[src/rtl/rf_write_arbiter_pkg.sv]
`default_nettype none
// +----------------------------------------------------------------------+
// | rf_write_arbiter_pkg : shared widths, constants and grant encoding    |
// | Rev 1.0                                                              |
// +----------------------------------------------------------------------+
package rf_write_arbiter_pkg;

  localparam int REG_ADDR_W = 5;
  localparam int DATA_W     = 32;

  localparam logic [REG_ADDR_W-1:0] REG_ZERO = 5'd0;

  typedef enum logic [1:0] {
    GNT_NONE = 2'd0,
    GNT_WB   = 2'd1,
    GNT_MDU  = 2'd2
  } gnt_e;

endpackage
`default_nettype wire

[src/rtl/rf_write_arbiter_if.sv]
`default_nettype none
// +----------------------------------------------------------------------+
// | rf_write_arbiter_if : requester/decode/register-file bundle          |
// | Rev 1.0                                                              |
// +----------------------------------------------------------------------+
interface rf_write_arbiter_if;
  import rf_write_arbiter_pkg::*;

  logic                  wb_valid;
  logic                  wb_ready;
  logic [REG_ADDR_W-1:0] wb_addr;
  logic [DATA_W-1:0]     wb_data;
  logic                  mdu_valid;
  logic                  mdu_ready;
  logic [REG_ADDR_W-1:0] mdu_addr;
  logic [DATA_W-1:0]     mdu_data;
  logic                  iss_valid;
  logic                  iss_ready;
  logic [REG_ADDR_W-1:0] iss_addr;
  logic [REG_ADDR_W-1:0] rd_addr1;
  logic [REG_ADDR_W-1:0] rd_addr2;
  logic                  busy1;
  logic                  busy2;
  logic                  rf_we;
  logic [REG_ADDR_W-1:0] rf_addr;
  logic [DATA_W-1:0]     rf_wdata;
  logic                  sb_err;

  modport master (
    output wb_valid, wb_addr, wb_data, mdu_valid, mdu_addr, mdu_data,
           iss_valid, iss_addr, rd_addr1, rd_addr2,
    input  wb_ready, mdu_ready, iss_ready, busy1, busy2,
           rf_we, rf_addr, rf_wdata, sb_err
  );

  modport slave (
    input  wb_valid, wb_addr, wb_data, mdu_valid, mdu_addr, mdu_data,
           iss_valid, iss_addr, rd_addr1, rd_addr2,
    output wb_ready, mdu_ready, iss_ready, busy1, busy2,
           rf_we, rf_addr, rf_wdata, sb_err
  );

endinterface
`default_nettype wire

[src/rtl/rf_write_arbiter_scoreboard.sv]
`default_nettype none
// +----------------------------------------------------------------------+
// | rf_scoreboard : pending-MDU-destination bitmap and hazard query      |
// | Rev 1.0                                                              |
// +----------------------------------------------------------------------+
module rf_scoreboard
  import rf_write_arbiter_pkg::*;
#(
  parameter int MAX_OUTSTANDING = 4
) (
  input  logic                  clk,
  input  logic                  rst_n,
  input  logic                  iss_valid,
  input  logic [REG_ADDR_W-1:0] iss_addr,
  output logic                  iss_ready,
  input  logic                  clr_valid,
  input  logic [REG_ADDR_W-1:0] clr_addr,
  input  logic [REG_ADDR_W-1:0] rd_addr1,
  input  logic [REG_ADDR_W-1:0] rd_addr2,
  output logic                  busy1,
  output logic                  busy2,
  output logic                  sb_err
);

  localparam logic [5:0] c_max_out = 6'(MAX_OUTSTANDING);

  logic [31:0] r_pending;
  logic [31:0] w_pending_nxt;
  logic [5:0]  r_count;
  logic        r_sb_err;
  logic        w_iss_fire;
  logic        w_clr_hit;
  logic        w_clr_miss;

  // Readiness looks at the old pending bit, so a same-cycle re-issue of a
  // register being retired is refused.
  assign iss_ready  = (iss_addr == REG_ZERO) ||
                      (!r_pending[iss_addr] && (r_count < c_max_out));
  assign w_iss_fire = iss_valid && iss_ready && (iss_addr != REG_ZERO);
  assign w_clr_hit  = clr_valid && (clr_addr != REG_ZERO) && r_pending[clr_addr];
  assign w_clr_miss = clr_valid && (clr_addr != REG_ZERO) && !r_pending[clr_addr];

  always_comb begin
    w_pending_nxt = r_pending;
    if (w_clr_hit)  w_pending_nxt[clr_addr] = 1'b0;
    if (w_iss_fire) w_pending_nxt[iss_addr] = 1'b1;
    w_pending_nxt[0] = 1'b0;
  end

  always_ff @(posedge clk or negedge rst_n) begin
    if (!rst_n) begin
      r_pending <= '0;
      r_count   <= '0;
      r_sb_err  <= 1'b0;
    end else begin
      r_pending <= w_pending_nxt;
      r_count   <= r_count + 6'(w_iss_fire) - 6'(w_clr_hit);
      if (w_clr_miss) r_sb_err <= 1'b1;
    end
  end

  assign busy1  = (rd_addr1 != REG_ZERO) && r_pending[rd_addr1];
  assign busy2  = (rd_addr2 != REG_ZERO) && r_pending[rd_addr2];
  assign sb_err = r_sb_err;

endmodule
`default_nettype wire

[src/rtl/rf_write_arbiter.sv]
`default_nettype none
// +----------------------------------------------------------------------+
// | rf_write_arbiter : WB/MDU arbitration onto the single RF write port  |
// | Rev 1.0                                                              |
// +----------------------------------------------------------------------+
module rf_write_arbiter
  import rf_write_arbiter_pkg::*;
#(
  parameter int STARVE_LIMIT    = 4,
  parameter int MAX_OUTSTANDING = 4
) (
  input  logic                clk,
  input  logic                rst_n,
  rf_write_arbiter_if.slave   bus
);

  localparam int c_sw = (STARVE_LIMIT < 1) ? 1 : $clog2(STARVE_LIMIT + 1);
  localparam logic [c_sw-1:0] c_starve_lim = c_sw'(STARVE_LIMIT);

  logic [c_sw-1:0]       r_starve;
  logic                  r_rf_we;
  logic [REG_ADDR_W-1:0] r_rf_addr;
  logic [DATA_W-1:0]     r_rf_wdata;
  logic                  w_mdu_win;
  gnt_e                  w_gnt;

  // WB normally wins; the MDU is forced through once it has been refused
  // STARVE_LIMIT cycles in a row.
  assign w_mdu_win     = bus.mdu_valid && (!bus.wb_valid || (r_starve == c_starve_lim));
  assign bus.mdu_ready = w_mdu_win;
  assign bus.wb_ready  = !(w_mdu_win && bus.wb_valid);

  always_comb begin
    w_gnt = GNT_NONE;
    if (w_mdu_win)         w_gnt = GNT_MDU;
    else if (bus.wb_valid) w_gnt = GNT_WB;
  end

  always_ff @(posedge clk or negedge rst_n) begin
    if (!rst_n) begin
      r_starve   <= '0;
      r_rf_we    <= 1'b0;
      r_rf_addr  <= '0;
      r_rf_wdata <= '0;
    end else begin
      if (!bus.mdu_valid || w_mdu_win) r_starve <= '0;
      else if (r_starve != c_starve_lim) r_starve <= r_starve + 1'b1;

      case (w_gnt)
        GNT_MDU: begin
          r_rf_we    <= (bus.mdu_addr != REG_ZERO);
          r_rf_addr  <= bus.mdu_addr;
          r_rf_wdata <= bus.mdu_data;
        end
        GNT_WB: begin
          r_rf_we    <= (bus.wb_addr != REG_ZERO);
          r_rf_addr  <= bus.wb_addr;
          r_rf_wdata <= bus.wb_data;
        end
        default: r_rf_we <= 1'b0;
      endcase
    end
  end

  assign bus.rf_we    = r_rf_we;
  assign bus.rf_addr  = r_rf_addr;
  assign bus.rf_wdata = r_rf_wdata;

  rf_scoreboard #(
    .MAX_OUTSTANDING (MAX_OUTSTANDING)
  ) u_scoreboard (
    .clk       (clk),
    .rst_n     (rst_n),
    .iss_valid (bus.iss_valid),
    .iss_addr  (bus.iss_addr),
    .iss_ready (bus.iss_ready),
    .clr_valid (w_mdu_win),
    .clr_addr  (bus.mdu_addr),
    .rd_addr1  (bus.rd_addr1),
    .rd_addr2  (bus.rd_addr2),
    .busy1     (bus.busy1),
    .busy2     (bus.busy2),
    .sb_err    (bus.sb_err)
  );

endmodule
`default_nettype wire
[src/flat_wrapper.sv]
// flat-port wrapper written by rule: the top's interface ports become plain ports
module rf_write_arbiter_flat import rf_write_arbiter_pkg::*;
#(
  parameter int STARVE_LIMIT    = 4,
  parameter int MAX_OUTSTANDING = 4
)
  (clk, rst_n, bus_wb_valid, bus_wb_addr, bus_wb_data, bus_mdu_valid, bus_mdu_addr, bus_mdu_data, bus_iss_valid, bus_iss_addr, bus_rd_addr1, bus_rd_addr2, bus_wb_ready, bus_mdu_ready, bus_iss_ready, bus_busy1, bus_busy2, bus_rf_we, bus_rf_addr, bus_rf_wdata, bus_sb_err);
  rf_write_arbiter_if bus_i ();
  input  logic clk;
  input  logic rst_n;
  input wire logic [$bits(bus_i.wb_valid)-1:0] bus_wb_valid;
  input wire logic [$bits(bus_i.wb_addr)-1:0] bus_wb_addr;
  input wire logic [$bits(bus_i.wb_data)-1:0] bus_wb_data;
  input wire logic [$bits(bus_i.mdu_valid)-1:0] bus_mdu_valid;
  input wire logic [$bits(bus_i.mdu_addr)-1:0] bus_mdu_addr;
  input wire logic [$bits(bus_i.mdu_data)-1:0] bus_mdu_data;
  input wire logic [$bits(bus_i.iss_valid)-1:0] bus_iss_valid;
  input wire logic [$bits(bus_i.iss_addr)-1:0] bus_iss_addr;
  input wire logic [$bits(bus_i.rd_addr1)-1:0] bus_rd_addr1;
  input wire logic [$bits(bus_i.rd_addr2)-1:0] bus_rd_addr2;
  output wire logic [$bits(bus_i.wb_ready)-1:0] bus_wb_ready;
  output wire logic [$bits(bus_i.mdu_ready)-1:0] bus_mdu_ready;
  output wire logic [$bits(bus_i.iss_ready)-1:0] bus_iss_ready;
  output wire logic [$bits(bus_i.busy1)-1:0] bus_busy1;
  output wire logic [$bits(bus_i.busy2)-1:0] bus_busy2;
  output wire logic [$bits(bus_i.rf_we)-1:0] bus_rf_we;
  output wire logic [$bits(bus_i.rf_addr)-1:0] bus_rf_addr;
  output wire logic [$bits(bus_i.rf_wdata)-1:0] bus_rf_wdata;
  output wire logic [$bits(bus_i.sb_err)-1:0] bus_sb_err;
  assign bus_i.wb_valid = bus_wb_valid;
  assign bus_i.wb_addr = bus_wb_addr;
  assign bus_i.wb_data = bus_wb_data;
  assign bus_i.mdu_valid = bus_mdu_valid;
  assign bus_i.mdu_addr = bus_mdu_addr;
  assign bus_i.mdu_data = bus_mdu_data;
  assign bus_i.iss_valid = bus_iss_valid;
  assign bus_i.iss_addr = bus_iss_addr;
  assign bus_i.rd_addr1 = bus_rd_addr1;
  assign bus_i.rd_addr2 = bus_rd_addr2;
  assign bus_wb_ready = bus_i.wb_ready;
  assign bus_mdu_ready = bus_i.mdu_ready;
  assign bus_iss_ready = bus_i.iss_ready;
  assign bus_busy1 = bus_i.busy1;
  assign bus_busy2 = bus_i.busy2;
  assign bus_rf_we = bus_i.rf_we;
  assign bus_rf_addr = bus_i.rf_addr;
  assign bus_rf_wdata = bus_i.rf_wdata;
  assign bus_sb_err = bus_i.sb_err;
  rf_write_arbiter #(.STARVE_LIMIT(STARVE_LIMIT), .MAX_OUTSTANDING(MAX_OUTSTANDING)) u_core (.clk(clk), .rst_n(rst_n), .bus(bus_i));
endmodule
[config.mk]
export PLATFORM = sky130hd
export DESIGN_NAME = rf_write_arbiter_flat
export DESIGN_NICKNAME = d
export VERILOG_FILES = /design/src/rtl/rf_write_arbiter_pkg.sv /design/src/rtl/rf_write_arbiter_if.sv /design/src/rtl/rf_write_arbiter_scoreboard.sv /design/src/rtl/rf_write_arbiter.sv /design/src/flat_wrapper.sv
export SDC_FILE = /design/constraint.sdc
export NUM_CORES = 1
export LEC_CHECK = 0
export CAP_MARGIN = 20
export CORE_AREA = 5 5 170 106
export CTS_CLUSTER_SIZE = 14
export DETAILED_ROUTE_END_ITERATION = 10
export DIE_AREA = 0 0 175 111
export PLACE_DENSITY = 0.66
export SLEW_MARGIN = 25
export SYNTH_ARGS = -nofsm -noshare
export SYNTH_HDL_FRONTEND = slang
export SYNTH_HIERARCHICAL = 1
export SYNTH_SLANG_ARGS = --single-unit
[constraint.sdc]
create_clock -name clk -period 4 [get_ports clk]
set_input_delay 0.8 -clock clk [delete_from_list [all_inputs] [get_ports clk]]
set_output_delay 0.8 -clock clk [all_outputs]
set_load 0.1 [all_outputs]
==> impl_metrics.ini <==
[sta]
setup_viol = 0
maxSlewViolCount = 0
period_share = 0.970
rsz0062_at_grt = no
relSlewSlack = 0.316
hold_viol = 0
worst_pin_slew_ns = 1.02
fin_skew_ns = 0.00572
period_needed_ns = 3.88
clock.fmax_mhz = 258

[route]
firstDrtPassIters = 7
vias = 4535
ant_nets = 0
vias_per_cell = 5.58
drt_drc_violations_left = 0
drt_wl_total_um = 16500
routedWlPerCell_um = 20.3
drt_iter0_markers = 452

[floorplan]
die_h_um = 111
boundaryPins = 138
die_w_um = 175
die_area_mm2 = 0.0194
start_util = 0.297
coreArea_mm2 = 0.0161
rows = 36

[logic_synthesis]
avgSynthCellArea_um2 = 11.2
ys_ff_latch = 79
synth_edf_count = 0
synthesis.nets = 533
ys.warnings.count = 6
netlist_area_mm2 = 0.00479
ys_types = 56
ys_seq_area_frac = 0.413
netlist_instances = 428
synth_top_flop_cell = dfrtp_1
async_flop_share = 1.00

[final_layout]
layout_commonest_cell = clkdlybuf4s50_1
final_nets = 703
syn_to_final_growth_pct = 47.7
n_antenna_cell = 0
regArea_mm2 = 0.00198
multi_input_area_mm2 = 0.00265
nFillCells = 1498
final_cell_mix = clkdlybuf4s50_1 (128), dfrtp_1 (79), buf_4 (53)
drive_gt1_frac = 0.202
final_cell_count_no_fill = 812
fin_util = 0.438

[clocking]
cts_tree = yes
insertion_delay_ns = 0.34
numCtsBuffers = 9
clockRootBuffer = clkbuf_16
clk_path_buf_depth = 2
clk_pin_slew_ns = 0.07
h-tree-depth = 3
cts_sinks = 79

[critical_path]
cp-end-kind = flop
crit_fanout = 7
crit_type = in2reg
worst_ep_required_time_ns = 4.26
start_kind = input pin
arrival_ns = 4.14

[placement]
place.gp.congestion = 0.930
port_buffers = 137
hpwl_um = 12400
dp.cells = 795

[global_routing]
grtUsageTotal = 0.167
grt_pass1_wl_um = 26200
grt_max_degree = 80
antenna_found_initial = 0
overflow = 0
grt_pass1_vias = 4760

[power]
peakVddDrop_v = 0.000240
p_per_area_mw_per_mm2 = 436
p_leak_nw = 2.88

[outcome]
outcome = finished clean

[run]
maxCapViolations = 0

[hold_path]
hold_path.class = reg2reg
[where the power goes]
part | total (W) | switching, W | internal, W
combinational | 0.00123 | 0.000720 | 0.000510
sequential | 0.00106 | 0.000133 | 0.000925
clock | 0.000798 | 0.000362 | 0.000436
total | 0.00309 | 0.00122 | 0.00187
[repair_timing]
action / in CTS / in global routing
resized for setup: 7 / 2
pin swaps: 4 / 1
buffers inserted: 1 / 0
endpoints found under the setup margin: 6 / 3
hold buffers: 0 / 0
[state kept, by name, summed over array words and instances, names as in the netlist]
name                           cells
u_core/bus.rf_wdata               32
u_core/u_scoreboard/r_pending     31
u_core/u_scoreboard/r_count        6
u_core/bus.rf_addr                 5
u_core/r_starve                    3
u_core/bus.rf_we                   1
u_core/u_scoreboard/sb_err         1
[metrics by stage]
step	setup TNS (ns)	total power [W]	hold WS [ns]	worst slack (ns)	area, um2
6_report	0	0.00309	0.474	0.119	7070
5_1_grt	0	0.00324	0.480	0.0172	7070
4_1_cts	0	0.00309	0.474	0.0155	7060
3_5_place_dp	-2.75	0.00227	0.466	-0.621	6750
3_3_place_gp	-2.22	0.00223	0.449	-0.525	6750
2_1_floorplan	0	0.00183	0.435	0.0310	4810
[synth_stat cells, drive strengths merged (2+ instances only)]
master,instances,share of area
nand2b,2,0.0026
nor3b,3,0.0047
or3,14,0.018
or3b,6,0.011
ha,10,0.026
nand3,5,0.0052
o41ai,2,0.0037
o21ai,47,0.049
dfrtp,79,0.41
mux2i,17,0.036
a32o,2,0.0042
nand2,12,0.0094
mux2,2,0.0047
clkbuf,20,0.016
nor2b,5,0.0065
nor2,6,0.0052
o31ai,19,0.030
nor3,4,0.0042
mux4,26,0.12
xor2,2,0.0037
or4bb,2,0.0047
a21oi,7,0.0073
a31oi,2,0.0026
and2,36,0.047
buf,12,0.016
a21boi,2,0.0031
inv,18,0.014
nand3b,7,0.011
a221o,36,0.075
or4,3,0.0055
o22ai,4,0.0052
[layer usage]
layer / global-route usage / share of wire / vias to the layer above
met4: 0.0403 / 0.014 / 0
met3: 0.0556 / 0.092 / 31
li1: - / - / 2018
met5: 0 / 0 / -
met2: 0.251 / 0.44 / 247
met1: 0.234 / 0.45 / 2239
[worst max-delay path: stages]
cell	delay [ns]
dlygate4sd2_1	0.21
buf_6	0.14
mux4_2	0.53
a32o_1	0.24
or4_4	0.43
or4_4	0.46
ha_4	0.25
inv_1	0.06
ha_2	0.19
inv_2	0.04
fa_2	0.35
inv_1	0.06
a21oi_1	0.06
o21ai_1	0.15
xor2_1	0.16
[cell type report]
type                            count  area share
Timing Repair Buffer              191       0.258
Inverter                           18     0.00956
Clock inverter                      7     0.00885
Multi-Input combinational cell    299       0.375
Tap cell                          209      0.0370
Clock buffer                        9      0.0319
Sequential cell                    79       0.280
[worst paths after layout]
kind	start	to	slack [ns]	cells after the start
max	bus_iss_addr[0]	u_core/u_scoreboard/r_count[4]	0.12	15
min	u_core/r_starve[0]	u_core/r_starve[0]	0.47	1
max reg2reg	u_core/u_scoreboard/r_pending[15]	u_core/u_scoreboard/r_count[4]	0.48	13
min reg2reg	u_core/r_starve[0]	u_core/r_starve[0]	0.47	1
max in group asynchronous	rst_n	u_core/u_scoreboard/r_pending[4]	3.01	1
min in group asynchronous	rst_n	u_core/bus.rf_wdata[4]	0.50	1
[logic make-up (layout without fill, tap and decap cells)]
logic type | after synthesis | in the layout | share of synthesized area
compound gates | 131 | 131 | 0.199
simple gates | 109 | 109 | 0.142
flops | 79 | 79 | 0.413
buf+inv | 50 | 225 | 0.0455
mux | 45 | 45 | 0.164
fa+ha+maj | 11 | 11 | 0.0303
xor+xnor | 3 | 3 | 0.00549
(Power assumes the default switching activity.)
